$ cat src/rtl/trace_capture_unit_if.sv
// trace_capture_unit_if
//   Dump stream between the trace capture unit (master) and a consumer
//   (slave). Carries one trace entry per transfer.
//
//   out_valid  master -> slave  entry fields below are meaningful
//   out_ready  slave  -> master consumer accepts the presented entry
//   out_pc     master -> slave  captured program counter
//   out_instr  master -> slave  captured instruction word
//   out_alu    master -> slave  captured ALU result
//   out_zero   master -> slave  captured ALU zero flag
//   out_last   master -> slave  presented entry is the final one of the dump
//
//   Handshake: a transfer happens on a rising edge where out_valid and
//   out_ready are both high. Once out_valid is raised, the master keeps it
//   and every out_* field stable until that transfer; out_ready may change
//   freely and never gates out_valid.
interface trace_capture_unit_if #(
    parameter int XLEN = 32
) ();
    logic            out_valid;
    logic            out_ready;
    logic [XLEN-1:0] out_pc;
    logic [XLEN-1:0] out_instr;
    logic [XLEN-1:0] out_alu;
    logic            out_zero;
    logic            out_last;

    modport master (
        output out_valid, out_pc, out_instr, out_alu, out_zero, out_last,
        input  out_ready
    );

    modport slave (
        input  out_valid, out_pc, out_instr, out_alu, out_zero, out_last,
        output out_ready
    );
endinterface

$ cat src/rtl/trace_capture_unit.sv
// trace_capture_unit
//   Per-cycle execution trace capture for the single-cycle MIPS core.
//   A circular buffer records {pc, instr, alu_res, alu_zero} for every
//   retired instruction until a PC-match trigger plus a post-trigger window
//   freezes it; the frozen contents are then streamed oldest-first over the
//   dump interface. Saturating counters classify every captured instruction.
//
//   clk, reset        core clock, synchronous active-high reset
//   cap_valid         current cycle retires an instruction
//   pc/instr/alu_res/alu_zero   tapped core signals
//   trig_en/trig_pc   PC-match trigger enable and address
//   dump_start        one-cycle dump request (honoured only while frozen)
//   clr_cnt           clear all class counters
//   dump              dump stream (master side)
//   frozen            buffer frozen (FROZEN or DUMP)
//   cnt_*             instruction-class counters
//   dbg_state         FSM state: 0 ARMED, 1 POST, 2 FROZEN, 3 DUMP
//   dbg_fill          number of valid entries in the buffer
//   dbg_wr_ptr        next write slot
module trace_capture_unit #(
    parameter int DEPTH     = 16,
    parameter int XLEN      = 32,
    parameter int POST_TRIG = 4,
    parameter int CNT_W     = 16
) (
    input  logic                     clk,
    input  logic                     reset,
    input  logic                     cap_valid,
    input  logic [XLEN-1:0]          pc,
    input  logic [XLEN-1:0]          instr,
    input  logic [XLEN-1:0]          alu_res,
    input  logic                     alu_zero,
    input  logic                     trig_en,
    input  logic [XLEN-1:0]          trig_pc,
    input  logic                     dump_start,
    input  logic                     clr_cnt,
    trace_capture_unit_if.master     dump,
    output logic                     frozen,
    output logic [CNT_W-1:0]         cnt_r,
    output logic [CNT_W-1:0]         cnt_ld,
    output logic [CNT_W-1:0]         cnt_st,
    output logic [CNT_W-1:0]         cnt_br,
    output logic [CNT_W-1:0]         cnt_j,
    output logic [CNT_W-1:0]         cnt_oth,
    output logic [1:0]               dbg_state,
    output logic [$clog2(DEPTH):0]   dbg_fill,
    output logic [$clog2(DEPTH)-1:0] dbg_wr_ptr
);
    localparam int AW = $clog2(DEPTH);
    localparam int FW = AW + 1;

    localparam logic [1:0] ST_ARMED  = 2'd0;
    localparam logic [1:0] ST_POST   = 2'd1;
    localparam logic [1:0] ST_FROZEN = 2'd2;
    localparam logic [1:0] ST_DUMP   = 2'd3;

    localparam logic [AW-1:0] POST_INIT = AW'(POST_TRIG);

    logic [1:0]      state;
    logic [AW-1:0]   wr_ptr;
    logic [AW-1:0]   rd_ptr;
    logic [AW-1:0]   rd_start;
    logic [FW-1:0]   fill;
    logic [FW-1:0]   remaining;
    logic [AW-1:0]   post_cnt;
    logic            capture;
    logic [2:0]      cls;

    logic [XLEN-1:0] mem_pc    [DEPTH];
    logic [XLEN-1:0] mem_instr [DEPTH];
    logic [XLEN-1:0] mem_alu   [DEPTH];
    logic            mem_zero  [DEPTH];

    logic [CNT_W-1:0] cnt [6];

    // Capture only while the buffer is live; reset suppresses the write too.
    assign capture = cap_valid && !reset && (state == ST_ARMED || state == ST_POST);

    // Oldest entry. When the buffer is full fill[AW-1:0] wraps to 0, so the
    // oldest slot is the one about to be overwritten, i.e. wr_ptr itself.
    assign rd_start = wr_ptr - fill[AW-1:0];

    always_comb begin
        cls = 3'd5;
        case (instr[31:26])
            6'h00:        cls = 3'd0;
            6'h23, 6'h25: cls = 3'd1;
            6'h2B:        cls = 3'd2;
            6'h04, 6'h05: cls = 3'd3;
            6'h02, 6'h03: cls = 3'd4;
            default:      cls = 3'd5;
        endcase
    end

    always_ff @(posedge clk) begin
        if (capture) begin
            mem_pc[wr_ptr]    <= pc;
            mem_instr[wr_ptr] <= instr;
            mem_alu[wr_ptr]   <= alu_res;
            mem_zero[wr_ptr]  <= alu_zero;
        end
    end

    always_ff @(posedge clk) begin
        if (reset) begin
            state           <= ST_ARMED;
            wr_ptr          <= '0;
            rd_ptr          <= '0;
            fill            <= '0;
            remaining       <= '0;
            post_cnt        <= '0;
            dump.out_valid  <= 1'b0;
            dump.out_pc     <= '0;
            dump.out_instr  <= '0;
            dump.out_alu    <= '0;
            dump.out_zero   <= 1'b0;
            dump.out_last   <= 1'b0;
        end else begin
            if (capture) begin
                wr_ptr <= wr_ptr + AW'(1);
                if (fill != FW'(DEPTH)) fill <= fill + FW'(1);
            end
            case (state)
                ST_ARMED: begin
                    if (capture && trig_en && pc == trig_pc) begin
                        if (POST_TRIG == 0) begin
                            state <= ST_FROZEN;
                        end else begin
                            state    <= ST_POST;
                            post_cnt <= POST_INIT;
                        end
                    end
                end
                ST_POST: begin
                    if (capture) begin
                        post_cnt <= post_cnt - AW'(1);
                        if (post_cnt == AW'(1)) state <= ST_FROZEN;
                    end
                end
                ST_FROZEN: begin
                    // Present the oldest entry straight away; rd_ptr then
                    // points at the entry to present after the next transfer.
                    if (dump_start) begin
                        state          <= ST_DUMP;
                        rd_ptr         <= rd_start + AW'(1);
                        remaining      <= fill;
                        dump.out_valid <= 1'b1;
                        dump.out_pc    <= mem_pc[rd_start];
                        dump.out_instr <= mem_instr[rd_start];
                        dump.out_alu   <= mem_alu[rd_start];
                        dump.out_zero  <= mem_zero[rd_start];
                        dump.out_last  <= (fill == FW'(1));
                    end
                end
                default: begin
                    if (dump.out_valid && dump.out_ready) begin
                        if (remaining == FW'(1)) begin
                            state          <= ST_ARMED;
                            fill           <= '0;
                            dump.out_valid <= 1'b0;
                            dump.out_last  <= 1'b0;
                        end else begin
                            rd_ptr         <= rd_ptr + AW'(1);
                            remaining      <= remaining - FW'(1);
                            dump.out_pc    <= mem_pc[rd_ptr];
                            dump.out_instr <= mem_instr[rd_ptr];
                            dump.out_alu   <= mem_alu[rd_ptr];
                            dump.out_zero  <= mem_zero[rd_ptr];
                            dump.out_last  <= (remaining == FW'(2));
                        end
                    end
                end
            endcase
        end
    end

    // clr_cnt wins over a same-cycle increment; counters stick at all-ones.
    always_ff @(posedge clk) begin
        if (reset || clr_cnt) begin
            for (int k = 0; k < 6; k++) cnt[k] <= '0;
        end else if (capture) begin
            for (int k = 0; k < 6; k++) begin
                if (cls == 3'(k) && cnt[k] != {CNT_W{1'b1}}) cnt[k] <= cnt[k] + CNT_W'(1);
            end
        end
    end

    assign cnt_r      = cnt[0];
    assign cnt_ld     = cnt[1];
    assign cnt_st     = cnt[2];
    assign cnt_br     = cnt[3];
    assign cnt_j      = cnt[4];
    assign cnt_oth    = cnt[5];
    assign frozen     = (state == ST_FROZEN) || (state == ST_DUMP);
    assign dbg_state  = state;
    assign dbg_fill   = fill;
    assign dbg_wr_ptr = wr_ptr;
endmodule

$ cat src/flat_wrapper.sv
// flat-port wrapper written by rule: the top's interface ports become plain ports
module trace_capture_unit_flat 
#(
    parameter int DEPTH     = 16,
    parameter int XLEN      = 32,
    parameter int POST_TRIG = 4,
    parameter int CNT_W     = 16
)
  (clk, reset, cap_valid, pc, instr, alu_res, alu_zero, trig_en, trig_pc, dump_start, clr_cnt, frozen, cnt_r, cnt_ld, cnt_st, cnt_br, cnt_j, cnt_oth, dbg_state, dbg_fill, dbg_wr_ptr, dump_out_valid, dump_out_pc, dump_out_instr, dump_out_alu, dump_out_zero, dump_out_last, dump_out_ready);
  trace_capture_unit_if #(.XLEN(XLEN)) dump_i ();
  input  logic clk;
  input  logic reset;
  input  logic cap_valid;
  input  logic [XLEN-1:0] pc;
  input  logic [XLEN-1:0] instr;
  input  logic [XLEN-1:0] alu_res;
  input  logic alu_zero;
  input  logic trig_en;
  input  logic [XLEN-1:0] trig_pc;
  input  logic dump_start;
  input  logic clr_cnt;
  output logic frozen;
  output logic [CNT_W-1:0] cnt_r;
  output logic [CNT_W-1:0] cnt_ld;
  output logic [CNT_W-1:0] cnt_st;
  output logic [CNT_W-1:0] cnt_br;
  output logic [CNT_W-1:0] cnt_j;
  output logic [CNT_W-1:0] cnt_oth;
  output logic [1:0] dbg_state;
  output logic [$clog2(DEPTH):0] dbg_fill;
  output logic [$clog2(DEPTH)-1:0] dbg_wr_ptr;
  output wire logic [$bits(dump_i.out_valid)-1:0] dump_out_valid;
  output wire logic [$bits(dump_i.out_pc)-1:0] dump_out_pc;
  output wire logic [$bits(dump_i.out_instr)-1:0] dump_out_instr;
  output wire logic [$bits(dump_i.out_alu)-1:0] dump_out_alu;
  output wire logic [$bits(dump_i.out_zero)-1:0] dump_out_zero;
  output wire logic [$bits(dump_i.out_last)-1:0] dump_out_last;
  input wire logic [$bits(dump_i.out_ready)-1:0] dump_out_ready;
  assign dump_out_valid = dump_i.out_valid;
  assign dump_out_pc = dump_i.out_pc;
  assign dump_out_instr = dump_i.out_instr;
  assign dump_out_alu = dump_i.out_alu;
  assign dump_out_zero = dump_i.out_zero;
  assign dump_out_last = dump_i.out_last;
  assign dump_i.out_ready = dump_out_ready;
  trace_capture_unit #(.DEPTH(DEPTH), .XLEN(XLEN), .POST_TRIG(POST_TRIG), .CNT_W(CNT_W)) u_core (.clk(clk), .reset(reset), .cap_valid(cap_valid), .pc(pc), .instr(instr), .alu_res(alu_res), .alu_zero(alu_zero), .trig_en(trig_en), .trig_pc(trig_pc), .dump_start(dump_start), .clr_cnt(clr_cnt), .dump(dump_i), .frozen(frozen), .cnt_r(cnt_r), .cnt_ld(cnt_ld), .cnt_st(cnt_st), .cnt_br(cnt_br), .cnt_j(cnt_j), .cnt_oth(cnt_oth), .dbg_state(dbg_state), .dbg_fill(dbg_fill), .dbg_wr_ptr(dbg_wr_ptr));
endmodule
$ cat config.mk
export PLATFORM = sky130hd
export DESIGN_NAME = trace_capture_unit_flat
export DESIGN_NICKNAME = d
export VERILOG_FILES = /design/src/rtl/trace_capture_unit_if.sv /design/src/rtl/trace_capture_unit.sv /design/src/flat_wrapper.sv
export SDC_FILE = /design/constraint.sdc
export NUM_CORES = 2
export LEC_CHECK = 0
export CORE_MARGIN = 2
export CORE_UTILIZATION = 55
export CTS_CLUSTER_DIAMETER = 30
export DETAILED_ROUTE_END_ITERATION = 16
export PLACE_DENSITY = 0.75
export SLEW_MARGIN = 25
export SYNTH_ARGS = -nofsm -noshare
export SYNTH_HDL_FRONTEND = slang
export SYNTH_SLANG_ARGS = --single-unit
$ cat constraint.sdc
create_clock -name clk -period 24.6 [get_ports clk]
set_input_delay 4.92 -clock clk [delete_from_list [all_inputs] [get_ports clk]]
set_output_delay 4.92 -clock clk [all_outputs]
set_load 0.03 [all_outputs]
Word-level counts from Yosys, hierarchy flattened
Memories as Yosys holds them, arrays and structs flattened. A register that Yosys moved wholly into a read port is not among the register bits.
Cells that the tools add are included.
W data, S select, Z words.
{ "word_totals": {"inputBits": 136, "memories": 5, "output_inout_bits": 207, "wordCells": 192, "ramBits": 1648, "romBits": 0, "ff_bits": 123, "latch_bits": 0} }
{ "memory_table": {"columns": ["name", "depth", "word_bits", "rd", "rd_clocked_by_memory_dff", "write_ports", "line_no", "text"], "rows": [
  ["u_core.mem_alu", 16, 32, 2, 1, 1, "trace_capture_unit.sv:71", "logic [XLEN-1:0] mem_alu [DEPTH];"],
  ["u_core.mem_instr", 16, 32, 2, 1, 1, "trace_capture_unit.sv:70", "logic [XLEN-1:0] mem_instr [DEPTH];"],
  ["u_core.mem_pc", 16, 32, 2, 1, 1, "trace_capture_unit.sv:69", "logic [XLEN-1:0] mem_pc [DEPTH];"],
  ["u_core.cnt", 6, 16, 6, 0, 6, "trace_capture_unit.sv:74", "logic [CNT_W-1:0] cnt [6];"],
  ["u_core.mem_zero", 16, 1, 2, 1, 1, "trace_capture_unit.sv:72", "logic mem_zero [DEPTH];"]
]} }
{ "classes": {"div": 0, "shift": 0, "mul": 0, "n_bitwise": 7, "eq_ne": 32, "reduce_logical": 33, "n_addsub": 13, "n_mux": 90, "order_cmp": 0} }
{ "ops": {"columns": ["operator", "n"], "rows": [
  ["$mux W32", 9],
  ["$pmux W32 S2", 3],
  ["$add A16 B1 Y16 const B", 6],
  ["$mux W16", 6],
  ["$ne A16 B16 Y1 const B", 6],
  ["$mux W4", 13],
  ["$mux W5", 8],
  ["$mux W1", 37],
  ["$eq A32 B32 Y1", 1],
  ["$eq A6 B6 Y1 const B", 3],
  ["$pmux W4 S2", 2],
  ["$pmux W3 S5", 1],
  ["$add A4 B1 Y4 const B", 3],
  ["$eq A6 B2 Y1 const B", 2],
  ["$eq A6 B3 Y1 const B", 2],
  ["$mux W2", 6],
  ["$logic_and A1 B1 Y1", 11],
  ["$eq A5 B1 Y1 const B", 2],
  ["$pmux W5 S2", 1],
  ["$ne A2 B2 Y1 const B", 4],
  ["$reduce_and A4 Y1", 2],
  ["$reduce_bool A4 Y1", 2],
  ["$reduce_or A2 Y1", 4],
  ["$eq A3 B2 Y1 const B", 2],
  ["other kinds (25)", 39]
]} }

Longest topological paths before layout
{ "logic_depth": {"depth_word": 10, "ltp_mapped": 12} }

Worst setup path after synthesis
OpenSTA, ideal clock, no wires.
{ "synth_timing": {"kind": "input to register", "from": "input reset", "to": "memory u_core.mem_alu[2][0] (enable)", "path_stages": 6, "path_slack_ps": 11468, "arrival_ps": 12461, "t_required_ps": 23929, "path_buffers": 2, "setup_time_ps": 671, "cell_sequence": "buf_2 -> nor2b_1 -> and2b_1 -> buf_1 -> nand2_1 -> nor3_1"} }
{ "synth_between": {"elab_chain_cells": 5} }
{ "synth_rtl": {"columns": ["item", "line_no", "text"], "rows": [
  ["from (decl)", "flat_wrapper.sv:12", "input logic reset;"],
  ["$logic_not A1 Y1", "trace_capture_unit.sv:77", "assign capture = cap_valid && !reset && (state == ST_ARMED || state == ST_POST);"],
  ["$logic_and A1 B1 Y1 (2 in a row)", "trace_capture_unit.sv:77", null],
  ["$mux W1", "trace_capture_unit.sv:96", "if (capture) begin"],
  ["$mux W1 (implied by the code)", "trace_capture_unit.sv:99", "mem_alu[wr_ptr] <= alu_res;"],
  ["to (decl)", "trace_capture_unit.sv:71", null]
]} }
No other way between the ends.

Worst setup path after layout
{ "layout_timing": {"from": "input cap_valid", "to": "memory u_core.mem_pc[14][11] (enable)"} }
{ "layout_between": {"elab_chain_cells": 4} }
{ "layout_rtl": {"columns": ["item", "line_no", "text"], "rows": [
  ["from (decl)", "flat_wrapper.sv:13", "input logic cap_valid;"],
  ["$logic_and A1 B1 Y1 (2 in a row)", "trace_capture_unit.sv:77", null],
  ["$mux W1", "trace_capture_unit.sv:96", null],
  ["$mux W1 (implied by the code)", "trace_capture_unit.sv:97", "mem_pc[wr_ptr] <= pc;"],
  ["to (decl)", "trace_capture_unit.sv:69", null]
]} }
No other way between the ends.

==> summary by stage <==
Status
The run finished with clean final reports.

Power and ir drop
The leakage power of the design is 33.1 nW. Sequential cells account for 35.5% of the total power. The net load switching power is 0.00225 W. The highest ir drop seen on vdd is 68.6 uV. The overall power consumption is 0.00949 W. The power density of the placed cells is 94.9 nW/um2.

The part of the total power dissipated in combinational logic is 11.3%. The clock network fraction of design power is 53.2%. The internal portion of total power is 0.00724 W. Of the total power, the share spent switching nets is 23.7%.

Worst setup path
Walking the worst path, the cells encountered are clkdlybuf4s50_1 > nor2b_1 > and2b_1 > buf_4 > nand2_1 > nor2_4 > buf_4 > buf_4. STA classifies the critical path startpoint as a primary input. The arrival time of the worst setup path is 8.71 ns. In this design, the stage delay of the slowest critical-path cell is 0.85 ns. For the worst flop-to-flop path, the logic depth is 9. The endpoint identified for the worst register-to-register timing path is u_core.dump.out_pc[19].

The reg2reg setup slack is 19.41 ns. The type of element capturing the critical path is a flip-flop. The required arrival time at the worst endpoint is 25.12 ns. The library cell contributing the largest single delay on the critical path is sky130_fd_sc_hd__nor2_4. The largest delay contributor family on the critical path is buffers and inverters.

The number of buffer and inverter instances along the worst setup path is 4. In this design, the critical path's most frequently occurring cell is sky130_fd_sc_hd__buf_4. The startpoint of the worst-slack reg-to-reg timing path is u_core.dbg_wr_ptr[0]. The startpoint-to-endpoint class of the critical path is in -> reg. Of all nets on the critical path, the largest fanout is 47.

Floorplan
The number of primary I/O pins is 343. The count of standard-cell rows is 141. The die extent in y is 389 um. The region available for standard cell placement spans 148,000 um2. The die covers 152,000 um2.

For this configuration, the core starts out at a cell density of 55.3%. The width of the chip is 389 um.

Final layout
From synthesis to final layout, the design area changed by 22.4%. The area used by multi-input combinational logic is 28,300 um2. Across the whole layout, storage elements account for 52,000 um2.

Cells with a size suffix above 1 make up 25.4% of the layout. After filler insertion, the fill cell instance count of the layout stands at 9,358. The finished layout holds 7,565 standard cells, fillers aside. Measured on the finished design, the core utilization comes to 67.7%. The number of nets in the finished design is 5,488.

Min path
The path class of the tightest hold or removal check is reg -> reg. The source of the worst hold timing path is u_core.rd_ptr[1]. The number of cells on the worst hold path is 2.

Placed design
The wire-length estimate of the detail-placed layout is 125,000 um. The congestion estimate from routability-driven global placement came to 0.824. The number of placed instances with taps included is 6,872.

The number of I/O port buffers is 342.

Logic synthesis
The post-synthesis instance total is 4,852. The post-synthesis cell type count is 69. In this run the mean area of a mapped cell was 16.8 um2. During synthesis, Yosys emitted a total of 0 warnings. The netlist area before placement is 81,700 um2. The count of state elements after synthesis is 1,775. The fraction of synthesis flops using an asynchronous set or reset pin is 0%. After synthesis, the largest area contributor takes up 60.6% of total cell area. The proportion of synthesized chip area in sequential cells is 63.7%. The largest total area in the synthesized netlist belongs to sky130_fd_sc_hd__edfxtp_1. Ranked by total cell area, the synthesized netlist is headed by sky130_fd_sc_hd__edfxtp_1 61%, sky130_fd_sc_hd__mux4_2 16%, sky130_fd_sc_hd__mux2i_1 5.3%, sky130_fd_sc_hd__dfxtp_1 3.1%, sky130_fd_sc_hd__nand2_1 1.4%. The number of enable flip-flop cells after synthesis is 1,648. For this run, the leading register cell type out of synthesis is sky130_fd_sc_hd__edfxtp_1.

The post-synth net total is 5,016.

Clock tree
The clock latency at the later pin of the worst-skew pair is 0.95 ns. The number of setup buffers added after CTS is 0. After clock tree synthesis, the clock-pin slew on the worst setup and hold paths is 0.05 ns.

Buffers inserted to repair hold after CTS numbered 0. The number of buffers inserted during clock tree synthesis is 376. The buffer depth of the longest clock path is 4.

The H-tree depth is 5. The clock tree root driver cell is sky130_fd_sc_hd__clkbuf_16. TritonCTS built the clock tree. The clock net in this run drives a total of 1,775 sinks. After clock tree synthesis, the repair step resized 0 gates.

STA
The setup total negative slack is 0 ns. The hold violation total from the final report was 0. The count of final max-slew check failures is 0. The worst slew slack as a fraction of its limit is 28.1%. The number of setup violations in the final report is 0. The fmax is 122 MHz. Setup repair after global routing left no endpoint under its margin. The final critical path time including I/O delays and setup is 8.19 ns. Across the routed clock network, the largest skew measured is 0.0625 ns. The measured slew at the worst slew-check pin is 1.08 ns. The worst path uses 33.3% of the clock period.

The final-layout worst hold slack is 0.466 ns.

Route
The number of design rule violations left after detail routing is 0. The DRC marker count from the first detailed-route iteration is 5,803. The detailed router put a total of 84,900 um of wire on met1. In the detailed route, the total length drawn on met2 is 114,000 um. For this block, the via count after detailed routing is 51,700. In this run the top signal layer used is met5. The first TritonRoute pass finished after 6 iterations. In the routed layout, each cell is associated on average with a via count of 6.84. Detailed routing placed a total of 24,000 um of wire on met3. The count of nets left with antenna violations once routing finished came out at 0. The detailed-route wire length per cell is 30.9 um. Wires add up to 234,000 um.

GRT
The global-route usage over all layers is 30.7%. Global routing finished with a remaining overflow of 0. The initial antenna violation count came to 15. The first global-routing pass estimated 345,000 um of wire. Entering global routing, the biggest net connects 161 pins. The number of global-route vias before repair is 53,300.

Flow run
The total of max-cap violations is 0.
## area by class of cell
cell class / count / share of cell area, %
Antenna cell: 8 / 0.0200
Inverter: 22 / 0.0826
Tap cell: 1930 / 2.41
Clock inverter: 248 / 2.90
Timing Repair Buffer: 437 / 4.34
Multi-Input combinational cell: 2712 / 28.3
Clock buffer: 433 / 9.88
Sequential cell: 1775 / 52.0
## cells in the final DEF (no fill, tap or decap), types with 31 or more instances in the layout
cell	n
sky130_fd_sc_hd__nand2_1	300
sky130_fd_sc_hd__xor2_1	75
sky130_fd_sc_hd__xnor2_1	49
sky130_fd_sc_hd__a21oi_1	136
sky130_fd_sc_hd__edfxtp_1	1648
sky130_fd_sc_hd__clkbuf_1	37
sky130_fd_sc_hd__o21ai_0	197
sky130_fd_sc_hd__mux2_2	60
sky130_fd_sc_hd__mux2i_1	433
sky130_fd_sc_hd__clkdlybuf4s50_1	341
sky130_fd_sc_hd__a211o_1	61
sky130_fd_sc_hd__bufinv_16	51
sky130_fd_sc_hd__nor2_1	232
sky130_fd_sc_hd__buf_4	77
sky130_fd_sc_hd__clkinv_4	31
sky130_fd_sc_hd__and3_1	42
sky130_fd_sc_hd__a22oi_1	96
sky130_fd_sc_hd__clkinv_2	51
sky130_fd_sc_hd__dfxtp_1	123
sky130_fd_sc_hd__clkbuf_16	381
sky130_fd_sc_hd__a221oi_1	61
sky130_fd_sc_hd__mux4_2	598
sky130_fd_sc_hd__clkinvlp_4	57
sky130_fd_sc_hd__nand3_1	41
## power groups by stage
stage	Sequential (W)	Clock, W	Combinational [W]
floorplan	0.00344	0	0.000739
finish	0.00337	0.00505	0.00107
detailed placement	0.00342	0	0.00106
global route	0.00337	0.00523	0.00113
CTS	0.00337	0.00508	0.00107
global placement	0.00342	0	0.00105
## worst reg2reg max path, cell delays in order, from the launching register on
cell,delay (ns)
sky130_fd_sc_hd__dfxtp_1,0.48
sky130_fd_sc_hd__inv_1,0.18
sky130_fd_sc_hd__ha_4,0.20
sky130_fd_sc_hd__fa_4,1.20
sky130_fd_sc_hd__buf_12,0.43
sky130_fd_sc_hd__buf_16,0.52
sky130_fd_sc_hd__buf_4,0.89
sky130_fd_sc_hd__mux4_2,0.45
sky130_fd_sc_hd__mux2i_1,0.41
sky130_fd_sc_hd__o221ai_1,0.24
## cell usage after synthesis, types with 24 or more instances
library cell	number
sky130_fd_sc_hd__xor2_1	76
sky130_fd_sc_hd__a221oi_1	61
sky130_fd_sc_hd__mux4_2	598
sky130_fd_sc_hd__o221ai_1	29
sky130_fd_sc_hd__buf_1	24
sky130_fd_sc_hd__a211o_1	61
sky130_fd_sc_hd__a22oi_1	96
sky130_fd_sc_hd__a221o_1	29
sky130_fd_sc_hd__mux2i_1	433
sky130_fd_sc_hd__nor2_1	246
sky130_fd_sc_hd__a21oi_1	136
sky130_fd_sc_hd__nand3b_1	30
sky130_fd_sc_hd__buf_2	134
sky130_fd_sc_hd__dfxtp_1	127
sky130_fd_sc_hd__clkbuf_1	174
sky130_fd_sc_hd__nand3_1	41
sky130_fd_sc_hd__a32oi_1	29
sky130_fd_sc_hd__and3_1	42
sky130_fd_sc_hd__ha_1	27
sky130_fd_sc_hd__o21ai_1	26
sky130_fd_sc_hd__xnor2_1	50
sky130_fd_sc_hd__edfxtp_1	1648
sky130_fd_sc_hd__o21ai_0	201
sky130_fd_sc_hd__mux2_2	60
sky130_fd_sc_hd__nand2_1	301
## flip-flops by register name, indices dropped and copies added (netlist names), named ones only
register / flops
u_core.remaining: 5
u_core.mem_alu: 512
u_core.mem_instr: 512
u_core.dump.out_instr: 32
u_core.rd_ptr: 4
u_core.dump.out_valid: 1
u_core.dbg_wr_ptr: 4
u_core.dump.out_last: 1
u_core.post_cnt: 4
u_core.dump.out_zero: 1
u_core.cnt: 96
u_core.mem_pc: 512
u_core.dbg_fill: 5
u_core.mem_zero: 16
u_core.dbg_state: 2
u_core.dump.out_alu: 32
u_core.dump.out_pc: 32
## worst max path at each step
stage                             end  cells after the start  slack (ns)       from
2_1_floorplan    u_core.mem_alu[2][0]                      6       11.47      reset
3_3_place_gp   u_core.mem_alu[14][29]                      8       15.57  cap_valid
5_1_grt        u_core.mem_alu[13][20]                      8       16.18  cap_valid
4_1_cts        u_core.mem_alu[14][20]                      8       16.44  cap_valid
3_5_place_dp   u_core.mem_alu[14][27]                      8       15.49  cap_valid
6_report        u_core.mem_pc[14][11]                      8       16.41  cap_valid
## per-layer routing
metal / track usage, % / vias up
li1: - / 21000
met1: 39.7 / 26700
met2: 49.6 / 3384
met3: 6.98 / 634
met4: 14.4 / 20
met5: 0 / -
## per-stage QoR
| stage | area [um2] | setup WS, ns |
|---|---|---|
| 6_report | 100000 | 16.41 |
| 2_1_floorplan | 81700 | 11.47 |
| 4_1_cts | 99900 | 16.44 |
| 3_3_place_gp | 87100 | 15.57 |
| 5_1_grt | 100000 | 16.18 |
| 3_5_place_dp | 87100 | 15.49 |
## cells by family after synthesis
family / after synthesis / synth area share, %
AO/OA/AOI/OAI: 710 / 5.81
XOR/XNOR: 126 / 1.35
adder cells (fa/ha/maj): 28 / 0.438
buffers and inverters: 365 / 1.94
flip-flops: 1775 / 63.7
multiplexers: 1091 / 22.6
AND/OR/NAND/NOR: 757 / 4.19
No activity file was read; power rests on OpenSTA's default activity.
